$ cat src/rtl/qbert_pkg.sv
// Shared colours, map state encoding and cube indexing for the Q*bert pyramid renderer.
`default_nettype none

package qbert_pkg;

  typedef struct packed {
    logic [7:0] r;
    logic [7:0] g;
    logic [7:0] b;
  } rgb_t;

  typedef enum logic [1:0] {
    IDLE  = 2'd0,
    PLAY  = 2'd1,
    FLASH = 2'd2,
    DONE  = 2'd3
  } map_state_e;

  localparam rgb_t C_BLACK = '{r: 8'd0,   g: 8'd0,   b: 8'd0};
  localparam rgb_t C_QBERT = '{r: 8'd216, g: 8'd95,  b: 8'd2};
  localparam rgb_t C_LEFT  = '{r: 8'd86,  g: 8'd169, b: 8'd152};
  localparam rgb_t C_RIGHT = '{r: 8'd49,  g: 8'd70,  b: 8'd70};
  localparam rgb_t C_TOP0  = '{r: 8'd86,  g: 8'd70,  b: 8'd239};
  localparam rgb_t C_TOP1  = '{r: 8'd222, g: 8'd222, b: 8'd0};
  localparam rgb_t C_TOP2  = '{r: 8'd239, g: 8'd86,  b: 8'd70};

  // Linear cube number: ranks are packed apex-first, left to right.
  function automatic int idx(input int r, input int p);
    return (r * (r + 1)) / 2 + p;
  endfunction

endpackage

`default_nettype wire

$ cat src/rtl/qbert_cube_face.sv
// Combinational face classifier for one cube anchored at (x_off, y_off).
`default_nettype none

module qbert_cube_face
  import qbert_pkg::*;
#(
  parameter logic [10:0] XLENGTH    = 11'd55,
  parameter logic [10:0] XDIAG_DEMI = 11'd30,
  parameter logic [9:0]  YDIAG_DEMI = 10'd50
) (
  input  logic [10:0] x_cnt_i,
  input  logic [9:0]  y_cnt_i,
  input  logic [10:0] x_off_i,
  input  logic [9:0]  y_off_i,
  output logic        left_o,
  output logic        right_o,
  output logic        top_o
);

  localparam logic signed [23:0] XD      = $signed({13'd0, XDIAG_DEMI});
  localparam logic signed [23:0] YD      = $signed({14'd0, YDIAG_DEMI});
  localparam logic signed [23:0] XL      = $signed({13'd0, XLENGTH});
  localparam logic signed [23:0] NEG_XLY = -(XL * YD);
  localparam logic signed [23:0] XDYD    = XD * YD;

  logic signed [23:0] dx_w, dy_w, dym_w, adx_w, ady_w, sl_w, sr_w;

  assign dx_w  = $signed({13'd0, x_cnt_i}) - $signed({13'd0, x_off_i});
  assign dy_w  = $signed({14'd0, y_cnt_i}) - $signed({14'd0, y_off_i});
  assign dym_w = dy_w - YD;
  assign adx_w = dx_w[23]  ? -dx_w  : dx_w;
  assign ady_w = dym_w[23] ? -dym_w : dym_w;

  // Side faces hang XLENGTH below the two lower edges of the top rhombus,
  // scaled by YD so the edge slope stays in integers.
  assign sl_w = YD * dx_w + XD * dy_w;
  assign sr_w = YD * dx_w + XD * (YD + YD - dy_w);

  assign left_o  = !dy_w[23] && (dy_w < YD) && sl_w[23] && (sl_w >= NEG_XLY);
  assign right_o = (dy_w >= YD) && (dy_w <= YD + YD) && sr_w[23] && (sr_w >= NEG_XLY);
  assign top_o   = (adx_w * YD + ady_w * XD) <= XDYD;

endmodule

`default_nettype wire

$ cat src/rtl/qbert_pyramid_map.sv
// Q*bert pyramid renderer: 3-stage face/colour pipeline plus per-cube top state and level FSM.
`default_nettype none

module qbert_pyramid_map
  import qbert_pkg::*;
#(
  parameter int          N_RANKS      = 4,
  parameter logic [10:0] XLENGTH      = 11'd55,
  parameter logic [10:0] XDIAG_DEMI   = 11'd30,
  parameter logic [9:0]  YDIAG_DEMI   = 10'd50,
  parameter logic [10:0] APEX_X       = 11'd600,
  parameter logic [9:0]  APEX_Y       = 10'd90,
  parameter int          TOP_STATES   = 2,
  parameter int          FLASH_FRAMES = 64
) (
  input  logic        clk_i,
  input  logic        rst_ni,
  input  logic [10:0] x_cnt_i,
  input  logic [9:0]  y_cnt_i,
  input  logic        qbert_pix_i,
  input  logic        level_start_i,
  input  logic        land_valid_i,
  output logic        land_ready_o,
  input  logic [2:0]  land_rank_i,
  input  logic [2:0]  land_pos_i,
  output logic [5:0]  cubes_done_o,
  output logic        score_pulse_o,
  output logic        level_clear_o,
  output logic [7:0]  red_o,
  output logic [7:0]  green_o,
  output logic [7:0]  blue_o
);

  localparam int N_CUBES = N_RANKS * (N_RANKS + 1) / 2;
  localparam int SW      = $clog2(TOP_STATES);
  localparam int IW      = $clog2(N_CUBES);
  localparam int FW_RAW  = $clog2(FLASH_FRAMES + 1);
  localparam int FW      = (FW_RAW < 4) ? 4 : FW_RAW;
  localparam logic [SW-1:0] TARGET = SW'(TOP_STATES - 1);

  map_state_e        state_q, state_d;
  logic [SW-1:0]     cube_q [N_CUBES];
  logic [SW-1:0]     cube_d [N_CUBES];
  logic [5:0]        done_q, done_d;
  logic [FW-1:0]     frame_q, frame_d;
  logic              pulse_q, pulse_d;

  logic [N_CUBES-1:0] left_w, right_w, top_w;
  logic [N_CUBES-1:0] face_l_q, face_r_q, face_t_q;
  logic               qbert_s1_q, qbert_s2_q;
  logic               left_s2_q, right_s2_q, top_s2_q;
  logic [SW-1:0]      top_st_s2_q, top_st_w;
  rgb_t               rgb_q, colour_d;

  logic               frame_tick_w, land_ok_w;
  logic [IW-1:0]      land_idx_w;

  for (genvar r = 0; r < N_RANKS; r++) begin : g_rank
    for (genvar p = 0; p <= r; p++) begin : g_pos
      localparam logic [10:0] XOFF =
        11'(int'(APEX_X) - r * (int'(XLENGTH) + int'(XDIAG_DEMI) + 1));
      localparam logic [9:0] YOFF =
        10'(int'(APEX_Y) + r * int'(YDIAG_DEMI) + p * (2 * int'(YDIAG_DEMI) + 1));
      qbert_cube_face #(
        .XLENGTH   (XLENGTH),
        .XDIAG_DEMI(XDIAG_DEMI),
        .YDIAG_DEMI(YDIAG_DEMI)
      ) u_face (
        .x_cnt_i(x_cnt_i),
        .y_cnt_i(y_cnt_i),
        .x_off_i(XOFF),
        .y_off_i(YOFF),
        .left_o (left_w[idx(r, p)]),
        .right_o(right_w[idx(r, p)]),
        .top_o  (top_w[idx(r, p)])
      );
    end
  end

  function automatic rgb_t top_colour(input logic [SW-1:0] s);
    rgb_t c;
    if (s == '0)                              c = C_TOP0;
    else if (s == TARGET && TOP_STATES == 3)  c = C_TOP2;
    else                                      c = C_TOP1;
    return c;
  endfunction

  assign frame_tick_w = (x_cnt_i == 11'd0) && (y_cnt_i == 10'd0);
  assign land_ok_w    = (int'(land_rank_i) < N_RANKS) && (land_pos_i <= land_rank_i);
  assign land_idx_w   = IW'(idx(int'(land_rank_i), int'(land_pos_i)));

  always_comb begin
    state_d = state_q;
    cube_d  = cube_q;
    done_d  = done_q;
    frame_d = frame_q;
    pulse_d = 1'b0;
    unique case (state_q)
      IDLE: ;
      PLAY: begin
        // land_ready is high throughout PLAY, so land_valid alone is a transfer.
        if (land_valid_i && land_ok_w && cube_q[land_idx_w] != TARGET) begin
          cube_d[land_idx_w] = cube_q[land_idx_w] + SW'(1);
          pulse_d            = 1'b1;
          if (cube_q[land_idx_w] + SW'(1) == TARGET) done_d = done_q + 6'd1;
        end
        if (done_q == 6'(N_CUBES)) state_d = FLASH;
      end
      FLASH: begin
        if (frame_tick_w) begin
          if (frame_q == FW'(FLASH_FRAMES - 1)) state_d = DONE;
          else                                  frame_d = frame_q + FW'(1);
        end
      end
      DONE: ;
    endcase
    if (level_start_i) begin
      state_d = PLAY;
      for (int i = 0; i < N_CUBES; i++) cube_d[i] = '0;
      done_d  = '0;
      frame_d = '0;
      pulse_d = 1'b0;
    end
  end

  always_comb begin
    top_st_w = '0;
    for (int i = 0; i < N_CUBES; i++) begin
      if (face_t_q[i]) top_st_w = top_st_w | cube_q[i];
    end
  end

  always_comb begin
    colour_d = C_BLACK;
    if (qbert_s2_q)      colour_d = C_QBERT;
    else if (left_s2_q)  colour_d = C_LEFT;
    else if (right_s2_q) colour_d = C_RIGHT;
    else if (top_s2_q) begin
      if (state_q == FLASH) colour_d = frame_q[3] ? C_TOP0 : top_colour(TARGET);
      else                  colour_d = top_colour(top_st_s2_q);
    end
  end

  always_ff @(posedge clk_i or negedge rst_ni) begin
    if (!rst_ni) begin
      state_q <= IDLE;
      done_q  <= '0;
      frame_q <= '0;
      pulse_q <= 1'b0;
      for (int i = 0; i < N_CUBES; i++) cube_q[i] <= '0;
    end else begin
      state_q <= state_d;
      done_q  <= done_d;
      frame_q <= frame_d;
      pulse_q <= pulse_d;
      cube_q  <= cube_d;
    end
  end

  always_ff @(posedge clk_i or negedge rst_ni) begin
    if (!rst_ni) begin
      face_l_q    <= '0;
      face_r_q    <= '0;
      face_t_q    <= '0;
      qbert_s1_q  <= 1'b0;
      qbert_s2_q  <= 1'b0;
      left_s2_q   <= 1'b0;
      right_s2_q  <= 1'b0;
      top_s2_q    <= 1'b0;
      top_st_s2_q <= '0;
      rgb_q       <= C_BLACK;
    end else begin
      face_l_q    <= left_w;
      face_r_q    <= right_w;
      face_t_q    <= top_w;
      qbert_s1_q  <= qbert_pix_i;
      qbert_s2_q  <= qbert_s1_q;
      left_s2_q   <= |face_l_q;
      right_s2_q  <= |face_r_q;
      top_s2_q    <= |face_t_q;
      top_st_s2_q <= top_st_w;
      rgb_q       <= colour_d;
    end
  end

  assign land_ready_o  = (state_q == PLAY);
  assign level_clear_o = (state_q == FLASH) || (state_q == DONE);
  assign cubes_done_o  = done_q;
  assign score_pulse_o = pulse_q;
  assign red_o         = rgb_q.r;
  assign green_o       = rgb_q.g;
  assign blue_o        = rgb_q.b;

endmodule

`default_nettype wire

$ cat config.mk
export PLATFORM = sky130hd
export DESIGN_NAME = qbert_pyramid_map
export DESIGN_NICKNAME = d
export VERILOG_FILES = /design/src/rtl/qbert_pkg.sv /design/src/rtl/qbert_cube_face.sv /design/src/rtl/qbert_pyramid_map.sv
export SDC_FILE = /design/constraint.sdc
export NUM_CORES = 2
export LEC_CHECK = 0
export ABC_CLOCK_PERIOD_IN_PS = 2050
export CORE_UTILIZATION = 45
export DETAILED_ROUTE_END_ITERATION = 12
export SLEW_MARGIN = 15
export SYNTH_ARGS = -nofsm -noshare
export SYNTH_HDL_FRONTEND = slang
export SYNTH_SLANG_ARGS = --single-unit
$ cat constraint.sdc
create_clock -name clk_i -period 2.05 [get_ports clk_i]
set_input_delay 0.41 -clock clk_i [delete_from_list [all_inputs] [get_ports clk_i]]
set_output_delay 0.41 -clock clk_i [all_outputs]
set_load 0.02 [all_outputs]
[After elaboration in Yosys (flattened, before gate mapping)]
Cells that the tools add are included.
Storage, ports and cells
  output and inout bits: 33
  logic and storage cells: 381
  flip-flop bits (word level): 86
  input port bits: 32
Cells by class
  muxes and demuxes: 56
  add/subtract/negate cells: 84
  bitwise operators: 12
  reduce and logical (&&, ||, !) cells: 91
  $lt $le $gt $ge: 64
  equal/unequal tests: 9
  multiply operators: 39
Operator list (number)
  24-bit adder: 30
  24-bit 2-to-1 mux: 21
  24-bit by 13-bit >= comparator with 1-bit output, second input constant: 20
  5-bit by 24-bit multiplier with 23-bit output, first input constant: 20
  24-bit negation: 14
  24-bit by 7-bit >= comparator with 1-bit output, second input constant: 10
  24-bit by 12-bit less-or-equal comparator with 1-bit output, second input constant: 10
  24-bit by 8-bit less-or-equal comparator with 1-bit output, second input constant: 10
  24-bit by 7-bit less-than comparator with 1-bit output, second input constant: 10
  24-bit by 5-bit multiplier with 23-bit output, second input constant: 10
  24-bit by 7-bit subtractor with 24-bit output, second input constant: 10
  8-bit by 24-bit subtractor with 24-bit output, first input constant: 10
  24-bit by 6-bit multiplier with 23-bit output, second input constant: 4
  6-bit by 24-bit multiplier with 23-bit output, first input constant: 4
  1-bit logical AND: 65
  10-bit by 8-bit subtractor with 11-bit output, second input constant: 4
  10-bit by 9-bit subtractor with 11-bit output, second input constant: 4
  10-bit 2-to-1 mux: 3
  10-bit OR reduction: 3
  7-bit 2-to-1 mux: 4
  6-bit 2-to-1 mux: 4
  11-bit by 10-bit subtractor with 12-bit output, second input constant: 2
  11-bit by 9-bit subtractor with 12-bit output, second input constant: 2
  1-bit 2-to-1 mux: 16
  other kinds (38): 65

[Depth between registers and ports, before layout]
  depth in word-level cells: 19
  mapped depth: 44
  gate-level depth less buffers: 42

[Modules after synthesis]
A second synthesis with hierarchy kept.
Unflattened totals
  cell total of the unflattened synthesis: 16042
  area, all modules: 129402.9 µm²
Modules (own cells, without submodules)
  qbert_cube_face (g_rank[0].g_pos[0].u_face ...): area an instance 12508.2 µm², times used 3, seq. area each 0.0 µm², cells each 1562
  qbert_cube_face (g_rank[3].g_pos[0].u_face ...): area an instance 12690.9 µm², times used 2, seq. area each 0.0 µm², cells each 1597
  qbert_cube_face (g_rank[1].g_pos[1].u_face): area an instance 12723.5 µm², times used 1, seq. area each 0.0 µm², cells each 1599
  qbert_cube_face (g_rank[2].g_pos[1].u_face): area an instance 12707.2 µm², times used 1, seq. area each 0.0 µm², cells each 1584
  qbert_cube_face (g_rank[3].g_pos[3].u_face): area an instance 12635.9 µm², times used 1, seq. area each 0.0 µm², cells each 1584
  qbert_cube_face (g_rank[2].g_pos[2].u_face): area an instance 12589.6 µm², times used 1, seq. area each 0.0 µm², cells each 1555
  qbert_cube_face (g_rank[3].g_pos[2].u_face): area an instance 12548.3 µm², times used 1, seq. area each 0.0 µm², cells each 1557
  qbert_pyramid_map: area an instance 3291.9 µm², times used 1, seq. area each 1901.8 µm², cells each 283

[Worst setup path after synthesis]
OpenSTA, ideal clock, no wires.
  path type: input -> register
  from: input y_cnt_i[0]
  to: register face_t_q[4]
  buffers on the path: 4
  stages on the path: 41
  library setup time: 110 ps
  data required time: 1940 ps
  arrival time: 9572 ps
  slack: -7632 ps
  cells stage by stage: buf_2 -> buf_4 -> inv_1 -> ha_1 -> clkbuf_1 -> inv_1 -> ha_1 -> inv_1 -> a21oi_1 -> o21ai_0 -> nor2_1 -> o21ai_1 -> and2_1 -> clkbuf_1 -> nor2_1 -> xnor2_1 -> ha_1 -> inv_1 -> [5 not listed] -> nor2b_1 -> o21a_1 -> o21a_1 -> o311a_1 -> o21a_1 -> o21a_1 -> o41a_1 -> a41o_1 -> o41ai_1 -> xnor2_1 -> ha_1 -> nor2_1 -> a311oi_1 -> o221ai_1 -> nor4_1 -> o31ai_1 -> a211o_1 -> o41ai_1
Between the ends
  cells in the longest elaborated chain, start to end: 7
RTL lines
  start: declaration: line qbert_pyramid_map.sv:19  | input logic [9:0] y_cnt_i,
  10-bit by 9-bit subtractor with 11-bit output *: line qbert_cube_face.sv:29  | assign dy_w = $signed({14'd0, y_cnt_i}) - $signed({14'd0, y_off_i});
  24-bit by 7-bit subtractor with 24-bit output *: line qbert_cube_face.sv:30  | assign dym_w = dy_w - YD;
  24-bit negation: line qbert_cube_face.sv:32  | assign ady_w = dym_w[23] ? -dym_w : dym_w;
  24-bit 2-to-1 mux *: line qbert_cube_face.sv:32
  24-bit by 5-bit multiplier with 23-bit output *: line qbert_cube_face.sv:41  | assign top_o = (adx_w * YD + ady_w * XD) <= XDYD;
  24-bit adder *: line qbert_cube_face.sv:41
  24-bit by 12-bit less-or-equal comparator with 1-bit output *: line qbert_cube_face.sv:41
  net g_rank[2].g_pos[1].u_face.top_o: line qbert_cube_face.sv:17  | output logic top_o
  end signal: assignment: line qbert_pyramid_map.sv:175  | face_t_q <= top_w;
  end: declaration: line qbert_pyramid_map.sv:49  | logic [N_CUBES-1:0] face_l_q, face_r_q, face_t_q;
Mark *: on every way through the listed nets, which the timed path passes. The rest lies on a longest branch.
A chain may end at the register's enable or synchronous reset.

[Worst setup path in the final report]
  from: input y_cnt_i[2]
  to: register face_t_q[0]
Between the ends
  cells in the longest elaborated chain, start to end: 7
RTL lines (line)
  10-bit by 7-bit subtractor with 11-bit output *: qbert_cube_face.sv:29
  24-bit by 7-bit subtractor with 24-bit output *: qbert_cube_face.sv:30
  24-bit negation: qbert_cube_face.sv:32
  24-bit 2-to-1 mux *: qbert_cube_face.sv:32
  24-bit by 5-bit multiplier with 23-bit output *: qbert_cube_face.sv:41
  24-bit adder *: qbert_cube_face.sv:41
  24-bit by 12-bit less-or-equal comparator with 1-bit output *: qbert_cube_face.sv:41
  net g_rank[0].g_pos[0].u_face.top_o: qbert_cube_face.sv:17
Marked as above.

==> impl_metrics.csv <==
group,metric,value,unit
global_route,grt.total_usage,0.318,
die,die_w,498,um
worst_hold_path,hold_start,"qbert_s1_q",
worst_hold_path,hold_path_class,"reg -> reg",
worst_hold_path,hold_depth,0,
die,num_rows,181,
route,viasPerCell,5.21,
place,port_buffers,64,
worst_setup_path,cp_top_family,"compound AO/OA/AOI/OAI gates",
outcome,violations,"setup timing",
cts,cts_tree,"done",
worst_setup_path,cp_common_cell,"buf_4",
sta,fin_skew,56.8,ps
yosys,avgSynthCellArea,7.93,sq um
global_route,overflow,0,
sta,rsz0062_at_grt,"true",
die,die-area,248000,sq um
place,dp_hpwl,342000,um
die,start_util,0.454,
global_route,grt_pass1_wl,622000,um
cts,clk_latency,480,ps
cts,cts_sinks,76,
worst_setup_path,reg2reg_from,"cube_q[8]",
sta,slew_headroom,0.462,
place,gp_congestion,1.06,
cts,clk_pin_slew_worst_paths,100,ps
global_route,grtUsageMet3,0.0460,
yosys,synth_edf_count,0,
cts,clock_path_buffers,2,
global_route,gr-usage-met1,0.422,
worst_setup_path,cp-end-kind,"flip-flop",
yosys,syn_area,111000,sq um
sta,tightest_slew,796,ps
worst_setup_path,critical_path_buf_inv_count,10,
route,drt_first_pass_iters,6,
die,io_pins,65,
yosys,synth_cell_types,104,
route,drt_wl_total,409000,um
final_layout,fillers,19500,
sta,slew_violations,0,
global_route,grt_max_degree,40,
die,dieHeight,498,um
global_route,busiest_layer,"met2",
final_layout,drive_above_1_share,0.367,
worst_setup_path,critPathSlowestCell,"fa_1",
yosys,synthCells,14000,
worst_hold_path,hold_path_end,"qbert_s2_q",
die,coreArea,244000,sq um
flow_run,drv_cap,0,
worst_setup_path,ff2ff_setup_slack,-150,ps
yosys,synth_ff_type,"dfrtp_1",
global_route,met2_usage,0.521,
final_layout,nets,22600,
worst_setup_path,cp_max_fo,6,
place,placedCellCount,21900,
global_route,first_global_vias,115000,
route,dr_total_vias,117000,
worst_setup_path,worstSetupPathType,"in -> reg",
sta,post-route-worst-setup-slack,-5920,ps
yosys,async_reset_ff_frac,1.00,
route,route.detailed.drc,0,
sta,post-route-period-util,3.89,
final_layout,syn2layout_area_growth,52.4,%
global_route,antenna_found_initial,12,
sta,min_period,7970,ps
outcome,status,"finished with violations",
sta,fmax,0.125,GHz
yosys,ys_seq_area_frac,0.0172,
route,wl_per_cell,18.2,um
route,drtIter0Drc,6549,
final_layout,instances_no_fill,22500,
yosys,ys_ff_latch,76,
worst_setup_path,arrival,8310,ps
worst_setup_path,slowest_delay,620,ps
worst_setup_path,r2r_cells,8,
sta,hold_viol,0,
cts,root_buffer,"clkbuf_16",
cts,cts_made_buffers,9,
cts,htree_levels,3,
yosys,yosys_warnings,0,
worst_setup_path,cp.required,2390,ps
worst_setup_path,setup.worst_path.start_class,"input port",
worst_setup_path,r2r_end,"cube_q[3]",
sta,finalSetupViolCount,48,
worst_setup_path,startpoint,"y_cnt_i[2]",
route,antenna_left,0,
## sequential cells by signal, indices dropped and copies added, names as in the netlist
register,flops
left_s2_q,1
green_o,5
frame_q,7
top_st_s2_q,1
face_r_q,10
qbert_s2_q,1
red_o,4
qbert_s1_q,1
right_s2_q,1
top_s2_q,1
face_l_q,10
cubes_done_o,6
blue_o,5
cube_q,10
score_pulse_o,1
face_t_q,10
state_q,2
## layout by cell type (no fill, tap or decap), drive strengths merged, types with 32 or more instances in the layout
| cell | count |
|---|---|
| a211oi | 115 |
| nand4 | 79 |
| ha | 2238 |
| o21ai | 639 |
| nand2b | 175 |
| clkdlybuf4s50 | 40 |
| xor2 | 406 |
| a31oi | 116 |
| nand3 | 249 |
| o22ai | 41 |
| buf | 5258 |
| o41ai | 37 |
| a2111oi | 39 |
| nand2 | 709 |
| mux2i | 54 |
| or3 | 95 |
| o21a | 175 |
| nor2b | 197 |
| or2 | 65 |
| o31ai | 55 |
| dfrtp | 76 |
| and3 | 102 |
| and2 | 116 |
| a21o | 329 |
| inv | 2585 |
| nor3 | 327 |
| xnor2 | 1125 |
| o2111ai | 32 |
| conb | 130 |
| a41oi | 42 |
| nor4 | 63 |
| a21oi | 951 |
| a21boi | 86 |
| o21bai | 107 |
| nor2 | 824 |
| fa | 1042 |
| o211ai | 54 |
| a211o | 35 |
## Yosys cell counts, types with 42 or more instances
library cell	n	share of area
nor3_1	325	0.015
nand2_1	709	0.024
a21boi_0	81	0.0055
nand4_1	79	0.0045
o31ai_1	55	0.0037
or2_2	62	0.0035
nor2_1	823	0.028
o21a_1	175	0.012
clkbuf_1	111	0.0038
ha_1	2238	0.25
xor2_1	406	0.032
fa_1	1042	0.19
o21ai_0	620	0.028
nor4_1	63	0.0036
a21o_1	329	0.022
nand3_1	249	0.011
and3_1	102	0.0058
o21bai_1	107	0.0073
nor2b_1	197	0.011
xnor2_1	1117	0.088
a211oi_1	113	0.0077
a21oi_1	949	0.043
dfrtp_1	76	0.017
a31oi_1	116	0.0066
or3_1	95	0.0054
nand2b_1	175	0.0099
o211ai_1	54	0.0037
and2_1	115	0.0065
a41oi_1	42	0.0033
inv_1	2589	0.088
mux2i_1	54	0.0049
## final cells by class
type / count / area [sq um] / share of cell area
antenna: 6 / 15.0 / 0.0000890
clock buffer: 10 / 239 / 0.00142
clock inverter: 5 / 61.3 / 0.000364
inverter: 2608 / 9960 / 0.0591
multi-input combinational: 11200 / 110000 / 0.654
sequential: 76 / 1900 / 0.0113
tap: 3202 / 4010 / 0.0238
timing repair buffer: 5305 / 42200 / 0.250
## cell families (layout without fill, tap and decap cells)
group / after synthesis / in the layout / synth area share
fa+ha+maj: 3280 / 3280 / 0.442
simple gates: 3132 / 3133 / 0.138
compound gates: 3095 / 3095 / 0.179
buf+inv: 2768 / 7928 / 0.0946
xor+xnor: 1535 / 1535 / 0.123
flops: 76 / 76 / 0.0172
mux: 68 / 68 / 0.00651
other cells: 2 / 136 / 0.0000679
## per-layer routing
layer  wire (um)  share of wire  up-vias
met2      182000           0.45     2914
met3       26900          0.066      736
li1            -              -    57600
met4       19500          0.048       14
met1      180000           0.44    55800
met5          90        0.00022        -
## worst max path at each step
stage	slack, ps	to	cells past startpoint
2_1_floorplan	-6650	face_t_q[4]	41
3_3_place_gp	-7200	face_t_q[2]	38
3_5_place_dp	-7270	face_t_q[2]	38
4_1_cts	-5750	face_t_q[4]	40
5_1_grt	-6170	face_t_q[4]	42
6_report	-5920	face_t_q[0]	41
## stage by stage
stage / utilization / setup TNS, ps / setup WS [ps] / instance area (sq um) / hold slack, ps
after floorplan: - / -179900 / -6650 / 114000 / 114
after global placement: 0.629 / -234170 / -7200 / 154000 / 337
after detailed placement: 0.629 / -236150 / -7270 / 154000 / 340
after CTS: 0.669 / -173100 / -5750 / 163000 / 360
after global routing: 0.691 / -186090 / -6170 / 169000 / 371
final: 0.691 / -175950 / -5920 / 169000 / 358
## repair_timing
item	in CTS	in global routing
gates resized for setup	1456	814
pin swaps	783	717
endpoints found under the hold margin	15	0
setup endpoints to repair	56	54
buffers inserted	361	203
hold buffers	1	0
gates cloned	0	1
Power is left out: the tool's default activity adds up to more than one toggle a clock period on the data nets, which glitch-free logic cannot reach.
